$ cat config.mk
export PLATFORM = sky130hd
export DESIGN_NAME = reg_file_flat
export DESIGN_NICKNAME = d
export VERILOG_FILES = /design/src/rtl/reg_file_if.sv /design/src/rtl/reg_file.sv /design/src/flat_wrapper.sv
export SDC_FILE = /design/constraint.sdc
export NUM_CORES = 2
export LEC_CHECK = 0
export CORE_ASPECT_RATIO = 0.9
export CORE_UTILIZATION = 62
export CTS_CLUSTER_SIZE = 10
export DETAILED_ROUTE_END_ITERATION = 10
export HOLD_SLACK_MARGIN = 0.03
export PLACE_DENSITY = 0.9
export SLEW_MARGIN = 40
export SYNTH_ARGS = -nofsm -noshare
export SYNTH_HDL_FRONTEND = slang
export SYNTH_SLANG_ARGS = --single-unit
$ cat constraint.sdc
create_clock -name clk -period 80.1 [get_ports clk]
set_clock_uncertainty 0.05 [all_clocks]
set_input_delay 8.01 -clock clk [delete_from_list [all_inputs] [get_ports clk]]
set_output_delay 8.01 -clock clk [all_outputs]
set_load 0.02 [all_outputs]
$ cat src/rtl/reg_file_if.sv
// reg_file_if: datapath-side bus of the register file (read/write addresses, enables, data).
// Ports (signals): rs1/rs2 read addresses, readOut1/readOut2 registered read data,
// rd/dataIn write address and data, readEn/writeEn per-direction enables, en global enable.
// master: decode/execute side driving addresses and consuming read data; slave: the register file.
interface reg_file_if #(
    parameter int DATA_WIDTH = 32,
    parameter int ADDR_WIDTH = 5
) ();
    logic [ADDR_WIDTH-1:0] rs1;
    logic [ADDR_WIDTH-1:0] rs2;
    logic [ADDR_WIDTH-1:0] rd;
    logic [DATA_WIDTH-1:0] dataIn;
    logic [DATA_WIDTH-1:0] readOut1;
    logic [DATA_WIDTH-1:0] readOut2;
    logic                  readEn;
    logic                  writeEn;
    logic                  en;

    modport master (
        output rs1, rs2, rd, dataIn, readEn, writeEn, en,
        input  readOut1, readOut2
    );

    modport slave (
        input  rs1, rs2, rd, dataIn, readEn, writeEn, en,
        output readOut1, readOut2
    );
endinterface

$ cat src/rtl/reg_file.sv
// reg_file: 2^ADDR_WIDTH x DATA_WIDTH register file, two registered read ports, one write port, x0 hardwired to zero.
// Ports: clk (rising edge), reset (asynchronous active-high, clears storage and read outputs),
// bus (reg_file_if.slave: rs1/rs2 -> readOut1/readOut2, rd/dataIn write, readEn/writeEn/en enables).
// Build option: define REGFILE_BYPASS_EN for write-first behaviour on a same-cycle read/write
// collision; left undefined, a colliding read returns the old stored value (read-first).
module reg_file #(
    parameter int DATA_WIDTH = 32,
    parameter int ADDR_WIDTH = 5
) (
    input logic       clk,
    input logic       reset,
    reg_file_if.slave bus
);
    localparam int DEPTH = 1 << ADDR_WIDTH;

    logic [DATA_WIDTH-1:0] mem_q [DEPTH];
    logic [DATA_WIDTH-1:0] mem_d [DEPTH];
    logic [DATA_WIDTH-1:0] read_out1_q, read_out1_d;
    logic [DATA_WIDTH-1:0] read_out2_q, read_out2_d;
    logic [DATA_WIDTH-1:0] rdata1, rdata2;
    logic                  wr_act, rd_act;

    always_comb begin
        // Address 0 is never written, so mem_q[0] stays at its reset value of zero.
        wr_act = bus.en & bus.writeEn & (bus.rd != '0);
        rd_act = bus.en & bus.readEn;
`ifdef REGFILE_BYPASS_EN
        rdata1 = (wr_act && bus.rs1 == bus.rd) ? bus.dataIn : mem_q[bus.rs1];
        rdata2 = (wr_act && bus.rs2 == bus.rd) ? bus.dataIn : mem_q[bus.rs2];
`else
        rdata1 = mem_q[bus.rs1];
        rdata2 = mem_q[bus.rs2];
`endif
        mem_d = mem_q;
        if (wr_act)
            mem_d[bus.rd] = bus.dataIn;
        read_out1_d = rd_act ? rdata1 : read_out1_q;
        read_out2_d = rd_act ? rdata2 : read_out2_q;
    end

    always_ff @(posedge clk or posedge reset) begin
        if (reset) begin
            for (int i = 0; i < DEPTH; i++)
                mem_q[i] <= '0;
            read_out1_q <= '0;
            read_out2_q <= '0;
        end else begin
            mem_q       <= mem_d;
            read_out1_q <= read_out1_d;
            read_out2_q <= read_out2_d;
        end
    end

    assign bus.readOut1 = read_out1_q;
    assign bus.readOut2 = read_out2_q;
endmodule

$ cat src/flat_wrapper.sv
// flat-port wrapper written by rule: the top's interface ports become plain ports
module reg_file_flat 
#(
    parameter int DATA_WIDTH = 32,
    parameter int ADDR_WIDTH = 5
)
  (clk, reset, bus_rs1, bus_rs2, bus_rd, bus_dataIn, bus_readEn, bus_writeEn, bus_en, bus_readOut1, bus_readOut2);
  reg_file_if #(.DATA_WIDTH(DATA_WIDTH), .ADDR_WIDTH(ADDR_WIDTH)) bus_i ();
  input logic clk;
  input logic reset;
  input wire logic [$bits(bus_i.rs1)-1:0] bus_rs1;
  input wire logic [$bits(bus_i.rs2)-1:0] bus_rs2;
  input wire logic [$bits(bus_i.rd)-1:0] bus_rd;
  input wire logic [$bits(bus_i.dataIn)-1:0] bus_dataIn;
  input wire logic [$bits(bus_i.readEn)-1:0] bus_readEn;
  input wire logic [$bits(bus_i.writeEn)-1:0] bus_writeEn;
  input wire logic [$bits(bus_i.en)-1:0] bus_en;
  output wire logic [$bits(bus_i.readOut1)-1:0] bus_readOut1;
  output wire logic [$bits(bus_i.readOut2)-1:0] bus_readOut2;
  assign bus_i.rs1 = bus_rs1;
  assign bus_i.rs2 = bus_rs2;
  assign bus_i.rd = bus_rd;
  assign bus_i.dataIn = bus_dataIn;
  assign bus_i.readEn = bus_readEn;
  assign bus_i.writeEn = bus_writeEn;
  assign bus_i.en = bus_en;
  assign bus_readOut1 = bus_i.readOut1;
  assign bus_readOut2 = bus_i.readOut2;
  reg_file #(.DATA_WIDTH(DATA_WIDTH), .ADDR_WIDTH(ADDR_WIDTH)) u_core (.clk(clk), .reset(reset), .bus(bus_i));
endmodule
==> impl_metrics.py <==
metrics = {
    "status": {
        "status": "finished, violations left",
        "violations": "DRC",
    },
    "synthesis": {
        "synth_top_family_by_area": "multiplexers",
        "syn_inst": 4491,
        "synth_xor_area_share_pct": 0,
        "synth_cell_types": 31,
        "synth_compound_area_share_pct": 11.1,
        "synth_top_cell_by_area": "dfrtp_1",
        "ys_ff_latch": 1088,
        "ys_seq_area_share_pct": 46.9,
        "synth-async-reset-ratio_pct": 100,
        "synthAdderAreaFrac_pct": 0,
        "synthTopCellsByArea": "dfrtp_1 (47%), mux2i_1 (18%), mux2_1 (11%), mux2_2 (8.0%), a22oi_1 (3.3%)",
        "synth_mux_area_share_pct": 36.9,
        "synth-edff-count": 0,
        "synth_area_per_cell_um2": 12.9,
        "yosys_most_used_dff": "dfrtp_1",
        "synth_top_area_share_pct": 46.9,
        "syn_nets": 4543,
        "yosys.area_share.simple_pct": 0.959,
        "synth_common_cells": "dfrtp_1 (1088), mux2i_1 (1024), mux2_1 (577), mux2_2 (415), a22oi_1 (256)",
        "ys_warn_count": 0,
        "synth_area_um2": 58100,
        "yosysMostFrequentCell": "dfrtp_1",
    },
    "job": {
        "drv_cap": 0,
    },
    "setup_path": {
        "crit_top_cell": "buf_6",
        "critPathCaptureType": "register",
        "required_ps": 80670,
        "cpPeakStageDelay_ps": 760,
        "crit_slowest_cell": "buf_4",
        "worstSetupPathType": "in -> reg",
        "path_cells": "buf_8 -> buf_6 -> buf_4 -> buf_6 -> mux2i_1 -> a22o_1 -> a221oi_1 -> o22ai_1 -> o41ai_2",
        "crit_path_max_fanout": 81,
        "worstPathArrival_ps": 12010,
        "cp-start-kind": "input pin",
    },
    "die": {
        "die_x_um": 325,
        "std_cell_rows": 106,
        "initial_core_util_pct": 62.6,
        "die_y_um": 292,
        "ios": 116,
        "core_area_um2": 92800,
        "die_area_um2": 94900,
    },
    "sta": {
        "fin_crit_ps": 11440,
        "tns_ps": 0,
        "fmax_ghz": 0.0874,
        "relSlewSlack_pct": 38.1,
        "drv_slew": 0,
        "hold_viol": 0,
        "fin_crit_sh_pct": 14.3,
        "tightestPinTransition_ps": 929,
        "rsz0062_at_grt": "false",
        "setup_viol": 0,
    },
    "power": {
        "p_leak_nw": 30.5,
        "peakVddDrop_v": 0.0000199,
        "p_per_area_nw_per_um2": 22.6,
    },
    "final_layout": {
        "syn2layout_area_growth_pct": 8.38,
        "final_cell_area_um2": 62900,
        "multiInputGateArea_um2": 28600,
        "nNetsFinal": 4387,
        "layout-drive-gt1-share_pct": 18.8,
        "final_cells": 5600,
        "final_util_pct": 67.8,
        "fill_cells": 6154,
        "ff_latch_area_um2": 27200,
    },
    "routing": {
        "antenna_left": 0,
        "vias": 41200,
        "vias_per_cell": 7.36,
        "dr.pass1.iters": 8,
        "drc": 2,
        "drtIter0Drc": 5478,
        "drt-total-wl_um": 176000,
        "wl_per_cell_um": 31.3,
    },
    "placement": {
        "post-place-cells": 5448,
        "port_buffers": 115,
        "globalplace.congestion": 0.822,
        "placed_cell_area_um2": 59500,
        "hpwl_um": 89900,
    },
    "hold_path": {
        "hp-class": "reg -> reg",
    },
    "grt": {
        "overflow": 0,
        "grt_pass1_vias": 42500,
        "grt_max_degree": 129,
        "grt_use_total_pct": 36.4,
        "antenna_found_initial": 4,
        "grt_first_pass_wirelength_um": 264000,
    },
    "clock_network": {
        "post_cts_buffers": 0,
        "clkSinkCount": 1088,
        "cts_buffer_depth": 3,
        "cts_tree": "yes",
        "cts.repair.resized": 0,
        "root_buffer": "clkbuf_16",
        "cts-htree-levels": 3,
        "path_clk_slew_ps": 50,
        "numCtsBuffers": 120,
        "cts_hold_buffers": 0,
        "clk_latency_ps": 740,
    },
}
registers in the layout, indices dropped and copies added, names as in the netlist:
signal	flops
u_core.mem_q	1024
u_core.bus.readOut1	32
u_core.bus.readOut2	32
cell families (layout without fill, tap and decap cells):
logic type | after synthesis | after routing
DFF | 1088 | 1088
other | 0 | 2
AOI/OAI and AO/OA | 768 | 768
buffers and inverters | 489 | 354
muxes | 2016 | 2016
and+or+nand+nor | 130 | 130
worst paths after layout:
path | start | to | slack [ps] | depth (start not counted)
max | bus_rs2[0] | u_core.bus.readOut2[24] | 68660 | 9
min | u_core.mem_q[1001] | u_core.mem_q[1001] | 350 | 0
max reg2reg | u_core.mem_q[588] | u_core.bus.readOut2[12] | 78210 | 5
min reg2reg | u_core.mem_q[1001] | u_core.mem_q[1001] | 350 | 0
max in group asynchronous | reset | u_core.mem_q[851] | 69850 | 5
min in group asynchronous | reset | u_core.mem_q[134] | 7800 | 2
power breakdown:
group	switching [W]	internal (W)
logic	0.000130	0.000118
clock network	0.000218	0.000273
registers	0.0000616	0.000622
total	0.000409	0.00101
cells in the final DEF (no fill, tap or decap), types with 4 or more instances in the layout:
| cell type | instances |
|---|---|
| dfrtp_1 | 1088 |
| mux2i_1 | 1024 |
| mux2_1 | 577 |
| mux2_2 | 415 |
| a22oi_1 | 256 |
| a22o_1 | 128 |
| a21oi_1 | 128 |
| clkbuf_16 | 122 |
| a221oi_1 | 97 |
| clkdlybuf4s50_1 | 81 |
| nand2_1 | 65 |
| o22ai_1 | 64 |
| o41ai_2 | 64 |
| buf_4 | 46 |
| buf_2 | 32 |
| a221oi_2 | 31 |
| buf_6 | 19 |
| nor2_4 | 18 |
| nand2_2 | 17 |
| buf_16 | 14 |
| clkbuf_1 | 13 |
| buf_12 | 11 |
| buf_8 | 6 |
| nand2b_2 | 4 |
| nor2b_4 | 4 |
worst max-delay path: cells and delay by family:
kind	cells	cell delay (ps)
mux	1	190
compound gates	4	1030
buf+inv	4	2590
cell type report:
cell class | instances | share of cell area (%)
sequential | 1088 | 43.3
multi-input combinational | 2914 | 45.5
clock inverter | 7 | 0.250
tap | 1242 | 2.47
clock buffer | 136 | 4.95
inverter | 2 | 0.0239
timing repair buffer | 209 | 3.54
antenna | 2 | 0.00795
per-stage QoR:
step           setup slack [ps]  total power (W)  hold WS, ps
2_1_floorplan             41410         0.000855          399
3_3_place_gp              67630         0.000912          334
3_5_place_dp              67760         0.000928          338
4_1_cts                   68540          0.00142          350
5_1_grt                   68540          0.00147          358
6_report                  68660          0.00142          348
per-layer routing:
layer  share of wire [%]  up-vias  global-route usage, %
met5              0.0091        -                      0
met4                 5.4        2                   19.6
met1                  38    21200                   48.4
li1                    -    16600                      -
met2                  45     2776                   54.4
met3                  12      689                   9.85
Note: power is estimated with default switching activity, not from simulation.
